--- src/rtl/counter_job_scheduler_if.sv ---
// Job request and result channels between the requesters and counter_job_scheduler.
// The scheduler takes the slave side; requester logic takes the master side.
interface counter_job_scheduler_if #(
  parameter int N_REQ = 4
);
  localparam int IDW = $clog2(N_REQ);

  logic [N_REQ-1:0]   req_valid;
  logic [8*N_REQ-1:0] req_start;
  logic [8*N_REQ-1:0] req_len;
  logic [N_REQ-1:0]   req_ready;
  logic               done_valid;
  logic [IDW-1:0]     done_id;
  logic [7:0]         done_val;
  logic               done_ready;

  modport master (
    output req_valid, req_start, req_len, done_ready,
    input  req_ready, done_valid, done_id, done_val
  );

  modport slave (
    input  req_valid, req_start, req_len, done_ready,
    output req_ready, done_valid, done_id, done_val
  );
endinterface

--- src/rtl/counter_job_scheduler.sv ---
// Round-robin scheduler that time-shares one 8-bit counter among N_REQ requesters.
// It loads the counter, lets it free-run len cycles, reads it back and returns the result.
module counter_job_scheduler #(
  parameter int N_REQ = 4
) (
  input  logic                    clk,
  input  logic                    rst,
  counter_job_scheduler_if.slave  jobs,
  output logic                    busy,
  output logic                    ctr_rst,
  output logic                    ctr_load_e,
  output logic                    ctr_out_e,
  output logic [7:0]              ctr_load_val,
  input  logic [7:0]              ctr_data
);
  localparam int IDW = $clog2(N_REQ);

  typedef enum logic [2:0] {IDLE, LOAD, RUN, READ, RESP} state_t;

  state_t             state, state_next;
  logic [IDW-1:0]     ptr, ptr_next;
  logic [7:0]         rem, rem_next;
  logic [7:0]         start_q, start_next;
  logic [7:0]         len_q, len_next;
  logic [IDW-1:0]     id_q, id_next;
  logic [7:0]         done_val_q, done_val_next;
  logic [IDW-1:0]     done_id_q, done_id_next;

  logic [2*N_REQ-1:0] req_dbl;
  logic [N_REQ-1:0]   req_rot;
  logic               grant_any;
  logic [IDW-1:0]     offset;
  logic [IDW:0]       wsum;
  logic [IDW-1:0]     winner;
  logic [7:0]         start_sel;
  logic [7:0]         len_sel;

  // Rotate the valid vector so bit 0 is the requester at ptr; the lowest set bit wins.
  assign req_dbl = {jobs.req_valid, jobs.req_valid} >> ptr;
  assign req_rot = req_dbl[N_REQ-1:0];

  always_comb begin
    grant_any = 1'b0;
    offset    = '0;
    for (int k = N_REQ - 1; k >= 0; k--) begin
      if (req_rot[k]) begin
        grant_any = 1'b1;
        offset    = IDW'(k);
      end
    end
    wsum = {1'b0, ptr} + {1'b0, offset};
    if (wsum >= (IDW+1)'(N_REQ))
      wsum = wsum - (IDW+1)'(N_REQ);
    winner = wsum[IDW-1:0];

    start_sel = '0;
    len_sel   = '0;
    for (int k = 0; k < N_REQ; k++) begin
      if (winner == IDW'(k)) begin
        start_sel = jobs.req_start[8*k +: 8];
        len_sel   = jobs.req_len[8*k +: 8];
      end
    end
  end

  always_ff @(posedge clk) begin
    if (rst) begin
      state      <= IDLE;
      ptr        <= '0;
      rem        <= '0;
      start_q    <= '0;
      len_q      <= '0;
      id_q       <= '0;
      done_val_q <= '0;
      done_id_q  <= '0;
    end else begin
      state      <= state_next;
      ptr        <= ptr_next;
      rem        <= rem_next;
      start_q    <= start_next;
      len_q      <= len_next;
      id_q       <= id_next;
      done_val_q <= done_val_next;
      done_id_q  <= done_id_next;
    end
  end

  // Grants and the done strobe are masked during reset so nothing handshakes on a reset edge.
  always_comb begin
    state_next    = state;
    ptr_next      = ptr;
    rem_next      = rem;
    start_next    = start_q;
    len_next      = len_q;
    id_next       = id_q;
    done_val_next = done_val_q;
    done_id_next  = done_id_q;
    jobs.req_ready  = '0;
    jobs.done_valid = 1'b0;
    ctr_load_e      = 1'b0;
    ctr_out_e       = 1'b0;
    ctr_load_val    = '0;
    busy            = (state != IDLE);

    case (state)
      IDLE: begin
        if (grant_any) begin
          if (!rst)
            jobs.req_ready[winner] = 1'b1;
          start_next = start_sel;
          len_next   = len_sel;
          id_next    = winner;
          ptr_next   = (winner == IDW'(N_REQ - 1)) ? '0 : winner + 1'b1;
          state_next = LOAD;
        end
      end
      LOAD: begin
        ctr_load_e   = 1'b1;
        ctr_load_val = start_q;
        if (len_q == 8'd0) begin
          state_next = READ;
        end else begin
          rem_next   = len_q - 8'd1;
          state_next = RUN;
        end
      end
      RUN: begin
        if (rem == 8'd0)
          state_next = READ;
        else
          rem_next = rem - 8'd1;
      end
      READ: begin
        ctr_out_e     = 1'b1;
        done_val_next = ctr_data;
        done_id_next  = id_q;
        state_next    = RESP;
      end
      RESP: begin
        jobs.done_valid = !rst;
        if (jobs.done_ready)
          state_next = IDLE;
      end
      default: state_next = IDLE;
    endcase
  end

  assign ctr_rst       = rst;
  assign jobs.done_val = done_val_q;
  assign jobs.done_id  = done_id_q;

  a_ready_onehot: assert property (@(posedge clk) disable iff (rst) $onehot0(jobs.req_ready));
  a_bus_exclusive: assert property (@(posedge clk) disable iff (rst) !(ctr_load_e && ctr_out_e));
endmodule

--- src/flat_wrapper.sv ---
// flat-port wrapper written by rule: the top's interface ports become plain ports
module counter_job_scheduler_flat 
#(
  parameter int N_REQ = 4
)
  (clk, rst, busy, ctr_rst, ctr_load_e, ctr_out_e, ctr_load_val, ctr_data, jobs_req_valid, jobs_req_start, jobs_req_len, jobs_done_ready, jobs_req_ready, jobs_done_valid, jobs_done_id, jobs_done_val);
  counter_job_scheduler_if #(.N_REQ(N_REQ)) jobs_i ();
  input  logic clk;
  input  logic rst;
  output logic busy;
  output logic ctr_rst;
  output logic ctr_load_e;
  output logic ctr_out_e;
  output logic [7:0] ctr_load_val;
  input  logic [7:0] ctr_data;
  input wire logic [$bits(jobs_i.req_valid)-1:0] jobs_req_valid;
  input wire logic [$bits(jobs_i.req_start)-1:0] jobs_req_start;
  input wire logic [$bits(jobs_i.req_len)-1:0] jobs_req_len;
  input wire logic [$bits(jobs_i.done_ready)-1:0] jobs_done_ready;
  output wire logic [$bits(jobs_i.req_ready)-1:0] jobs_req_ready;
  output wire logic [$bits(jobs_i.done_valid)-1:0] jobs_done_valid;
  output wire logic [$bits(jobs_i.done_id)-1:0] jobs_done_id;
  output wire logic [$bits(jobs_i.done_val)-1:0] jobs_done_val;
  assign jobs_i.req_valid = jobs_req_valid;
  assign jobs_i.req_start = jobs_req_start;
  assign jobs_i.req_len = jobs_req_len;
  assign jobs_i.done_ready = jobs_done_ready;
  assign jobs_req_ready = jobs_i.req_ready;
  assign jobs_done_valid = jobs_i.done_valid;
  assign jobs_done_id = jobs_i.done_id;
  assign jobs_done_val = jobs_i.done_val;
  counter_job_scheduler #(.N_REQ(N_REQ)) u_core (.clk(clk), .rst(rst), .jobs(jobs_i), .busy(busy), .ctr_rst(ctr_rst), .ctr_load_e(ctr_load_e), .ctr_out_e(ctr_out_e), .ctr_load_val(ctr_load_val), .ctr_data(ctr_data));
endmodule
--- config.mk ---
export PLATFORM = sky130hd
export DESIGN_NAME = counter_job_scheduler_flat
export DESIGN_NICKNAME = d
export VERILOG_FILES = /design/src/rtl/counter_job_scheduler_if.sv /design/src/rtl/counter_job_scheduler.sv /design/src/flat_wrapper.sv
export SDC_FILE = /design/constraint.sdc
export NUM_CORES = 1
export LEC_CHECK = 0
export ABC_CLOCK_PERIOD_IN_PS = 3740
export BUFFER_PORTS_ARGS = -buffer_cell sky130_fd_sc_hd__buf_2
export CORE_UTILIZATION = 49
export DETAILED_ROUTE_END_ITERATION = 8
export GPL_ROUTABILITY_DRIVEN = 0
export GPL_TIMING_DRIVEN = 1
export PLACE_DENSITY = 0.86
export SYNTH_ARGS = -nofsm -noshare
export SYNTH_HDL_FRONTEND = slang
export SYNTH_SLANG_ARGS = --single-unit
--- constraint.sdc ---
create_clock -name clk -period 3.74 [get_ports clk]
set_clock_uncertainty 0.1 [all_clocks]
set_input_delay 0.374 -clock clk [delete_from_list [all_inputs] [get_ports clk]]
set_output_delay 0.374 -clock clk [all_outputs]
set_load 0.02 [all_outputs]
==> metrics.md, run 1 <==
| Metric | Value |
|---|---|
| Peak supply drop | 0.662 mV |
| Tcrit/Tclk final | 95.5% |
| R2r endpoint | u_core.len_q[3] |
| Pint | 0.00156 W |
| Hold buffer count at CTS | 0 |
| CTS H-tree depth | 2 |
| DR vias/cell | 5.77 |
| Remaining DRCs | 0 |
| Post-synth EDFFs | 0 |
| Via Count | 2984 |
| Horiz. Die Dim | about 77 microns |
| Flop pwr share | about a quarter |
| Crit-path max cell delay | 0.47 ns |
| Sw Ratio | 49.7% |
| Setup bufs post-CTS | 0 |
| CP Cell Sequence | nor2_1, a221oi_1, a31oi_1, a211o_1, ha_1, xnor2_2, xnor2_2, ha_1, buf_4, nor3b_1, buf_2 |
| WS Path Type | flop to output pin |
| Comb power frac | 64.9% |
| Asr flop ratio synth | 0% |
| Critical Path Sink Type | output pin |
| Synthesized area | 0.00274 sq mm |
| Clk slew on worst S/H paths | 0.08 ns |
| Clock power share | 11.3% |
| Worst-Margin Slew | 0.899 ns |
| Commonest non-fill, non-tap cell in the layout | buf_2 |
| Antenna Cells | 0 |
| Post-DRT Antenna Nets | 0 |
| Leakage | 1.41 nW |
| Number of global-route vias before repair | 2754 |
| Yosys top cell by area | dfxtp_1 |
| Syn Area/Cell | 7.56 sq um |
| First-pass GRT wire length | 11900 microns |
| Gate count after technology mapping | 362 |
| Cells on worst reg2reg path | 14 |
| Final Critical Period | 3.57 ns |
| Fmax | 280 MHz |
| Initial antenna violation count | 0 |
| Sequential fraction of the synthesis area | 30.0% |
| Worst setup margin | 0.168 ns |
| Primary FF master, synth | dfxtp_1 |
| Synth top area share | 30.0% |
| Status | finished clean |
| Remaining Overflow, GRT | 0 |
| Clock Sinks | 41 |
| Hold/Removal Path Class | primary input to flop |
| Drt wl/cell | 14.3 microns |
| Crit path DAT | 3.10 ns |
| Largest net degree at the start of global routing | roughly 50 |
| Slew HR | 39.9% |
| Unrepaired setup endpoints after global routing | no |
| Routed wire length | 7380 microns |
| Synthesized flop and latch total | 41 |
| Root buf cell | clkbuf_8 |
| Die ar. | ~0.0059 sq mm |
| GRT Util Overall | 24.3% |
| PnR Total Power | around 0.0031 W |
| Layout cell share with drive strength beyond 1 | about 30% |
| Critical Path RT | 3.27 ns |
| Top cells by area, synth | dfxtp_1 (30%), nand2_1 (7.0%), a311oi_1 (5.4%) |
| Longest Clk Path Bufs | 2 |
| Nets@finish | 531 |
| CTS Buf Count | 5 |
| Leading cell types in the layout, fill and taps excluded | buf_2 (105), nand2_1 (51), dfxtp_1 (40) |
| Count of cell types in the netlist | 61 |
| # IOs | 106 |
| P&R area growth vs syn | 21.7% |
| CORE AREA | 0.00524 sq mm |
| Post-DP HPWL | around 5300 microns |
| Total of max-cap violations | 0 |
| 1st-pass router iterations | 4 |
| Port buffer count | 105 |
| Starting DRT DRC Count | 252 |
| Endpoints failing hold | 0 |
| Total power per unit cell area | about 930 mW/mm^2 |
| R2R Setup Slk | 0.41 ns |
| Clock latency on the worst-skew pair | 0.30 ns |
| Dpl ws | 0.254 ns |
| Startpoint Class | flop |
| Fin Setup TNS | 0 ns |
| Crit-path slowest cell | dfxtp_2 |
| Starting Density | around 52% |
| Die Span Y | 76.7 microns |
| Worst Setup EP | jobs_req_ready[1] |
| Max-slew violations | 0 |
| Syn_nets | around 450 |
| RR Startpoint | u_core.ptr[0] |
| P_sw | roughly 0.0015 W |
| Number of synthesis warnings | 0 |
| Final setup fails | 0 |
| CTS tree | yes |
| Crit path launch | u_core.ptr[0] |
| Crit-path max FO | 17 |
| Row Count | 26 |
## worst min path at each step
stage,endpoint,cells after the start,startpoint
global placement,u_core.jobs.done_id[0],2,u_core.id_q[0]
detailed placement,u_core.jobs.done_val[5],2,u_core.jobs.done_val[5]
global route,u_core.jobs.done_val[1],3,ctr_data[1]
CTS,u_core.jobs.done_val[6],3,ctr_data[6]
finish,u_core.jobs.done_val[6],3,ctr_data[6]
floorplan,u_core.jobs.done_id[0],2,u_core.id_q[0]
## cell type report
class | instances | area, sq um
sequential | 41 | 822
inverter | 5 | 18.8
clock buffer | 5 | 68.8
timing repair buffer | 108 | 548
clock inverter | 2 | 35.0
tap | 70 | 87.6
fill | 450 | 1910
multi-input combinational | 286 | 1750
## flip-flops by register name, indices dropped and copies added (netlist names)
name,flops
u_core.state,3
u_core.start_q,8
u_core.jobs.done_id,2
u_core.len_q,8
u_core.rem,8
u_core.jobs.done_val,8
u_core.ptr,2
u_core.id_q,2
## routing by layer
metal	vias to the layer above	GRT usage, %	wire (microns)
met5	-	0	0
met4	0	7.50	92
met1	1343	28.2	3180
li1	1500	-	-
met3	10	3.93	446
met2	131	45.0	3670
## power by group through the flow
stage	Sequential (W)	Combinational [W]	Clock, W
3_5_place_dp	0.000743	0.00196	0
2_1_floorplan	0.000678	0.00166	0
5_1_grt	0.000760	0.00227	0.000366
4_1_cts	0.000735	0.00197	0.000353
6_report	0.000740	0.00202	0.000352
3_3_place_gp	0.000731	0.00192	0
## metrics by stage
stage          cell area (sq um)  instances  util, %  hold WS (ns)
6_report                    3330        517     63.5         0.210
5_1_grt                     3330        517     63.5         0.225
4_1_cts                     3310        517     63.3         0.215
3_5_place_dp                3210        510     61.3         0.351
3_3_place_gp                3210        510     61.3         0.339
2_1_floorplan               2740        362        -         0.332
## critical path, delay by kind of cell, from the launching register on
kind	cells	cell delay (ns)
AND/OR/NAND/NOR	2	0.33
adder cells (fa/ha/maj)	2	0.44
AO/OA/AOI/OAI	3	0.68
XOR/XNOR	2	0.45
flip-flops	1	0.47
buffers and inverters	2	0.43
## kinds of logic (layout without fill, tap and decap cells)
kind of cell | count (synthesis) | count (layout) | synth area share [%]
fa+ha+maj | 5 | 5 | 2.29
mux | 3 | 3 | 1.10
flops | 41 | 41 | 30.0
buf+inv | 35 | 120 | 6.63
compound gates | 123 | 123 | 30.8
xor+xnor | 3 | 3 | 0.961
simple gates | 152 | 152 | 28.2
## synth_stat cells, drive strengths merged, types with 2 or more instances
| library cell | instances |
|---|---|
| nor3b | 5 |
| or3 | 2 |
| xnor2 | 3 |
| nor3 | 10 |
| o31ai | 2 |
| o22ai | 2 |
| a21o | 2 |
| a21oi | 25 |
| a31oi | 4 |
| a311oi | 17 |
| mux2i | 3 |
| nand3b | 3 |
| clkbuf | 15 |
| ha | 5 |
| and2 | 9 |
| a22oi | 17 |
| or4b | 2 |
| o21ai | 39 |
| nand3 | 18 |
| nor2b | 3 |
| nand2b | 2 |
| nor4 | 5 |
| dfxtp | 41 |
| buf | 15 |
| nand2 | 51 |
| inv | 5 |
| nor4b | 3 |
| a211oi | 4 |
| nor2 | 34 |
## repair_timing
item / 4_1_cts / 5_1_grt
endpoints found under the setup margin: 1 / 2
cloned: 0 / 0
resized for setup: 1 / 2
hold endpoints to repair: 0 / 0
Note: power is estimated with default switching activity, not from simulation.
==> inputs of run 2 (changes only) <==
--- a/config.mk
+++ b/config.mk
@@ -7,11 +7,13 @@
 export LEC_CHECK = 0
 export ABC_CLOCK_PERIOD_IN_PS = 3740
 export BUFFER_PORTS_ARGS = -buffer_cell sky130_fd_sc_hd__buf_2
-export CORE_UTILIZATION = 49
+export CORE_UTILIZATION = 40
+export CTS_BUF_LIST = sky130_fd_sc_hd__clkbuf_8
 export DETAILED_ROUTE_END_ITERATION = 8
 export GPL_ROUTABILITY_DRIVEN = 0
 export GPL_TIMING_DRIVEN = 1
-export PLACE_DENSITY = 0.86
+export PLACE_DENSITY = 0.74
+export SLEW_MARGIN = 20
 export SYNTH_ARGS = -nofsm -noshare
 export SYNTH_HDL_FRONTEND = slang
 export SYNTH_SLANG_ARGS = --single-unit
==> run 2 against run 1 <==
Effect of this change:
- the flow now finishes with violations (design-rule violations)
- critical path type unchanged
- worst setup slack is essentially flat
- count of clock-buffer cells in the layout grew 1
- via count grew 0.77%
- sequential share of layout area shrank 0.24 points
- sequential power is essentially flat
- non-clock buffer count grew 1
- final cell count grew 1.7%
- first-iteration DRC count shrank 16%
==> metrics.md, run 2 (same netlist as run 1, synthesis figures left out) <==
| Metric | Value |
|---|---|
| Failing checks | design-rule violations |
| Final Util | 52.0% (was 63.5%) |
| CORE AREA | 0.00646 sq mm (was 0.00524 sq mm) |
| Initial antenna violation count | 0 (unchanged) |
| Drt wl/cell | 14.0 microns (was 14.3 microns) |
| Die ar. | 0.00717 sq mm (was 0.00588 sq mm) |
| Peak supply drop | 0.697 mV (was 0.662 mV) |
| Startpoint Class | flop (unchanged) |
| Fmax | 280 MHz (about the same) |
| Storage cell area | 822 sq um (unchanged) |
| Leakage | 1.42 nW (was 1.41 nW) |
| Final Instance Area | 0.00336 sq mm (was 0.00333 sq mm) |
| CTS Buf Count | 5 (unchanged) |
| Nets@finish | 532 (was 531) |
| Die Span Y | 84.7 microns (was 76.7 microns) |
| Clock latency on the worst-skew pair | 0.29 ns (was 0.30 ns) |
| Row Count | 29 (was 26) |
| Layout cell share with drive strength beyond 1 | 30.3% (was 30.0%) |
| Number of global-route vias before repair | 2756 (was 2754) |
| Final Critical Period | 3.57 ns (about the same) |
| Critical Path RT | 3.27 ns (about the same) |
| Longest Clk Path Bufs | 2 (unchanged) |
| Commonest non-fill, non-tap cell in the layout | buf_2 (unchanged) |
| Post-DRT Antenna Nets | 0 (unchanged) |
| Placed Instances | 517 (was 510) |
| WS Path Type | flop to output pin (unchanged) |
| Tcrit/Tclk final | 95.5% (about the same) |
| Dpl ws | 0.232 ns (was 0.254 ns) |
| Crit path DAT | 3.10 ns (about the same) |
| Largest net degree at the start of global routing | 51 (unchanged) |
| Endpoints failing hold | 0 (unchanged) |
| CP Cell Sequence | nor2_1, a221oi_1, a31oi_1, a211o_1, ha_1, xnor2_2, xnor2_2, ha_1, buf_4, nor3b_1, buf_2 (unchanged) |
| Starting Density | 42.3% (was 52.2%) |
| Crit-path slowest cell | dfxtp_2 (unchanged) |
| Clock Sinks | 41 (unchanged) |
| Slew HR | 40.4% (was 39.9%) |
| Crit-path max cell delay | 0.46 ns (was 0.47 ns) |
| Leading cell types in the layout, fill and taps excluded | buf_2 (105), nand2_1 (51), dfxtp_1 (40) (unchanged) |
| Max-slew violations | 0 (unchanged) |
| Root buf cell | clkbuf_8 (unchanged) |
| Port buffer count | 105 (unchanged) |
| Remaining DRCs | 3 (was 0) |
| Via Count | 3007 (was 2984) |
| 1st-pass router iterations | 9 (was 4) |
| GRT Util Overall | 20.8% (was 24.3%) |
| Worst setup margin | 0.168 ns (about the same) |
| Post-DP HPWL | 5360 microns (was 5340 microns) |
| First-pass GRT wire length | 12300 microns (was 11900 microns) |
| Routed wire length | 7340 microns (was 7380 microns) |
| Hold/Removal Path Class | primary input to flop (unchanged) |
| Antenna Cells | 0 (unchanged) |
| Clk slew on worst S/H paths | 0.08 ns (about the same) |
| Layout fillers | 634 (was 450) |
| Multi-input logic area | 0.00175 sq mm (unchanged) |
| Total of max-cap violations | 0 (unchanged) |
| # IOs | 106 (unchanged) |
| P&R area growth vs syn | 22.9% (was 21.7%) |
| CTS H-tree depth | 2 (unchanged) |
| Fin Setup TNS | 0 ns (unchanged) |
| Status | finished, violations left (was finished clean) |
| Post-Place Cell Area | 0.00322 sq mm (was 0.00321 sq mm) |
| Remaining Overflow, GRT | 0 (unchanged) |
| Non-Filler Instances | 526 (was 517) |
| DR vias/cell | 5.72 (was 5.77) |
| Crit-path max FO | 17 (unchanged) |
| Critical Path Sink Type | output pin (unchanged) |
| Horiz. Die Dim | 84.7 microns (was 76.7 microns) |
| CTS tree | yes (unchanged) |
| Total power per unit cell area | 936 mW/mm^2 (was 934 mW/mm^2) |
| Worst-Margin Slew | 0.894 ns (was 0.899 ns) |
| Starting DRT DRC Count | 212 (was 252) |
| Final setup fails | 0 (unchanged) |
## run 2: cell types whose count changed in the layout (fill, tap and decap cells not counted), sizes merged
cell / previous run / this run
buf: 108 / 109
clkinvlp: 0 / 1
clkbuf: 5 / 6
clkinv: 1 / 0
## run 2: per-stage QoR
step | power [W] | hold slack [ns]
finish | 0.00315 | 0.207
global route | 0.00346 | 0.203
CTS | 0.00311 | 0.200
detailed placement | 0.00271 | 0.344
global placement | 0.00267 | 0.340
floorplan | 0.00234 | 0.332
## run 2: power by group
group	total, W	internal, W	leakage [nW]	switching, W
Sequential	0.000740	0.000578	0.337	0.000163
Clock	0.000376	0.000217	0.0574	0.000159
Combinational	0.00203	0.000804	1.02	0.00123
## run 2: cell type report
class | count | area share (%)
sequential | 41 | 24.5
inverter | 5 | 0.558
clock inverter | 2 | 1.12
timing repair buffer | 109 | 16.5
tap | 77 | 2.87
multi-input combinational | 286 | 52.0
clock buffer | 6 | 2.46
## run 2: path summary, 6_finish.rpt
kind	startpoint	endpoint	slack, ns	cells past startpoint
worst max-delay path	u_core.ptr[0]	jobs_req_ready[1]	0.17	11
worst min-delay path	ctr_data[7]	u_core.jobs.done_val[7]	0.21	3
worst max register to register	u_core.ptr[0]	u_core.len_q[0]	0.38	13
worst min register to register	u_core.jobs.done_val[2]	u_core.jobs.done_val[2]	0.35	2
## run 2: what timing repair did
| item | in CTS | in global routing |
|---|---|---|
| gates resized for setup | 2 | 1 |
| setup buffers | 0 | 1 |
| setup endpoints to repair | 1 | 2 |
| pin swaps | 0 | 1 |
| hold buffers | 0 | 0 |
| hold endpoints to repair | 0 | 0 |
## run 2: worst max-delay path, delay by kind of cell, from the launching register on
kind / cells / cell delay (ns)
compound gates: 3 / 0.71
xor+xnor: 2 / 0.47
flops: 1 / 0.46
fa+ha+maj: 2 / 0.45
buf+inv: 2 / 0.41
simple gates: 2 / 0.29
## run 2: routing by layer
| metal | GRT usage, % | vias up | wire, microns |
|---|---|---|---|
| met2 | 35.3 | 130 | 3440 |
| li1 | - | 1514 | - |
| met3 | 4.33 | 6 | 496 |
| met5 | 0 | - | 0 |
| met1 | 26.1 | 1357 | 3340 |
| met4 | 7.40 | 0 | 59 |
==> inputs of run 3 (changes only) <==
==> constraint.sdc (replaced) <==
create_clock -name clk -period 3.74 [get_ports clk]
set_clock_uncertainty 0.1 [all_clocks]
set_input_delay 0 -clock clk [delete_from_list [all_inputs] [get_ports clk]]
set_output_delay 0 -clock clk [all_outputs]
set_load 0.02 [all_outputs]
==> run 3 against run 2 <==
Effect of this change:
- the flow still finishes with violations (design-rule violations)
- die area unchanged
- worst setup slack gained 0.12 ns
- sequential share of layout area is 1.5 points lower
- global-route usage increased by 1.1 points
- register-to-register slack worse by 0.09 ns
- critical endpoint is now u_core.len_q[7]
==> metrics.md, run 3 (same netlist as run 1, synthesis figures left out) <==
| Metric | Value |
|---|---|
| Status | finished, violations left (unchanged) |
| Failing checks | design-rule violations (unchanged) |
| Total power per unit cell area | 872 mW/mm^2 (was 936 mW/mm^2) |
| Clock latency on the worst-skew pair | 0.30 ns (was 0.29 ns) |
| Die Span Y | 84.7 microns (unchanged) |
| Layout cell share with drive strength beyond 1 | 28.2% (was 30.3%) |
| Crit-path max FO | 16 (was 17) |
| Worst setup margin | 0.287 ns (was 0.168 ns) |
| Root buf cell | clkbuf_8 (unchanged) |
| WS Path Type | flop to flop (was flop to output pin) |
| Endpoints failing hold | 0 (unchanged) |
| First-pass GRT wire length | 12900 microns (was 12300 microns) |
| Tcrit/Tclk final | 92.3% (was 95.5%) |
| Clock Sinks | 41 (unchanged) |
| Final setup fails | 0 (unchanged) |
| Largest net degree at the start of global routing | 51 (unchanged) |
| Final Critical Period | 3.45 ns (was 3.57 ns) |
| Fmax | 290 MHz (was 280 MHz) |
| Post-DRT Antenna Nets | 0 (unchanged) |
| CTS tree | yes (unchanged) |
| Remaining DRCs | 3 (unchanged) |
| Drt wl/cell | 13.9 microns (was 14.0 microns) |
| P&R area growth vs syn | 30.7% (was 22.9%) |
| CTS Buf Count | 5 (unchanged) |
| Crit-path max cell delay | 0.46 ns (about the same) |
| Number of global-route vias before repair | 2790 (was 2756) |
| Initial antenna violation count | 0 (unchanged) |
| Antenna Cells | 0 (unchanged) |
| Clk slew on worst S/H paths | 0.08 ns (about the same) |
| Dpl ws | 0.137 ns (was 0.232 ns) |
| Fin Setup TNS | 0 ns (unchanged) |
| Leading cell types in the layout, fill and taps excluded | buf_2 (105), nand2_1 (51), dfxtp_1 (40) (unchanged) |
| CP Cell Sequence | nor2_1, a221oi_1, a31oi_1, a211o_1, ha_1, xnor2_1, xnor2_2, ha_1, nor2b_1, buf_4, a22oi_1, o21ai_0, nand3_1, a311oi_1 (was nor2_1, a221oi_1, a31oi_1, a211o_1, ha_1, xnor2_2, xnor2_2, ha_1, buf_4, nor3b_1, buf_2) |
| Port buffer count | 105 (unchanged) |
| Die ar. | 0.00717 sq mm (unchanged) |
| Cells on worst reg2reg path | 14 (was 13) |
| DR vias/cell | 5.58 (was 5.72) |
| CORE AREA | 0.00646 sq mm (unchanged) |
| Hold Path Depth | 5 (was 3) |
| Horiz. Die Dim | 84.7 microns (unchanged) |
| Unrepaired setup endpoints after global routing | no |
| Remaining Overflow, GRT | 0 (unchanged) |
| GRT Util Overall | 21.9% (was 20.8%) |
| Placed Instances | 516 (was 517) |
| Hold/Removal Path Class | primary input to flop (unchanged) |
| Starting DRT DRC Count | 287 (was 212) |
| Max-slew violations | 0 (unchanged) |
| Startpoint Class | flop (unchanged) |
| Routed wire length | 7630 microns (was 7340 microns) |
| Nets@finish | 555 (was 532) |
| Non-Filler Instances | 548 (was 526) |
| 1st-pass router iterations | 9 (unchanged) |
| Worst-Margin Slew | 0.910 ns (was 0.894 ns) |
| CP dominant cell by count | ha_1 |
| Longest Clk Path Bufs | 2 (unchanged) |
| Row Count | 29 (unchanged) |
| Crit path depth | 14 (was 11) |
| Commonest non-fill, non-tap cell in the layout | buf_2 (unchanged) |
| Setup bufs post-CTS | 0 (unchanged) |
| # IOs | 106 (unchanged) |
| Crit path DAT | 3.56 ns (was 3.10 ns) |
| Peak supply drop | 0.602 mV (was 0.697 mV) |
| WHS | 0.00812 ns (was 0.207 ns) |
| Critical Path RT | 3.84 ns (was 3.27 ns) |
| Critical Path Sink Type | flop (was output pin) |
| Post-DP HPWL | 5300 microns (was 5360 microns) |
| Via Count | 3056 (was 3007) |
| Bufs and invs on worst path | 1 (was 2) |
| Total of max-cap violations | 0 (unchanged) |
| Starting Density | 42.3% (unchanged) |
| Slew HR | 39.4% (was 40.4%) |
| CTS H-tree depth | 2 (unchanged) |
| Crit-path slowest cell | dfxtp_2 (unchanged) |
| Leakage | 1.51 nW (was 1.42 nW) |
| Top delay family on crit path | compound AO/OA/AOI/OAI gates (unchanged) |
run 3: worst min-delay path, stage by stage:
cell,delay (ns)
buf_2,0.09
nand2_1,0.05
o21ai_1,0.05
nand3_1,0.08
a311oi_1,0.08
run 3: layout make-up:
type / count / area, sq um
Timing Repair Buffer: 132 / 791
Clock buffer: 5 / 68.8
Tap cell: 77 / 96.3
Clock inverter: 2 / 35.0
Fill cell: 591 / 2880
Sequential cell: 41 / 822
Inverter: 5 / 18.8
Multi-Input combinational cell: 286 / 1740
run 3: metal layers:
layer | routed length [microns] | vias up | track usage, % | share of wire (%)
met1 | 3400 | 1388 | 28.6 | 45
met5 | 0 | - | 0 | 0
met2 | 3740 | 110 | 37.6 | 49
li1 | - | 1551 | - | -
met4 | 68 | 0 | 5.55 | 0.89
met3 | 417 | 7 | 3.54 | 5.5
run 3: timing repair:
item                       4_1_cts  5_1_grt
gates resized for setup          0        3
hold endpoints to repair        25        0
setup endpoints to repair        0       17
hold buffers                    25        0
run 3: worst paths after layout:
path	end	slack (ns)	startpoint
worst min-delay path	u_core.start_q[6]	0.008	jobs_req_start[22]
worst min register to register	u_core.jobs.done_val[6]	0.35	u_core.jobs.done_val[6]
worst max-delay path	u_core.len_q[7]	0.29	u_core.ptr[0]
worst max register to register	u_core.len_q[7]	0.29	u_core.ptr[0]
run 3: power breakdown:
| group | internal (W) | switching (W) | total (W) |
|---|---|---|---|
| combinational | 0.000797 | 0.00123 | 0.00203 |
| sequential | 0.000578 | 0.000160 | 0.000737 |
| clock | 0.000194 | 0.000155 | 0.000349 |
run 3: metrics by stage:
step | util, % | total power [W] | cell area, sq um
6_report | 55.3 | 0.00312 | 3570
5_1_grt | 55.3 | 0.00344 | 3570
4_1_cts | 55.2 | 0.00308 | 3560
3_5_place_dp | 49.7 | 0.00270 | 3210
3_3_place_gp | 49.7 | 0.00266 | 3210
2_1_floorplan | - | 0.00234 | 2740
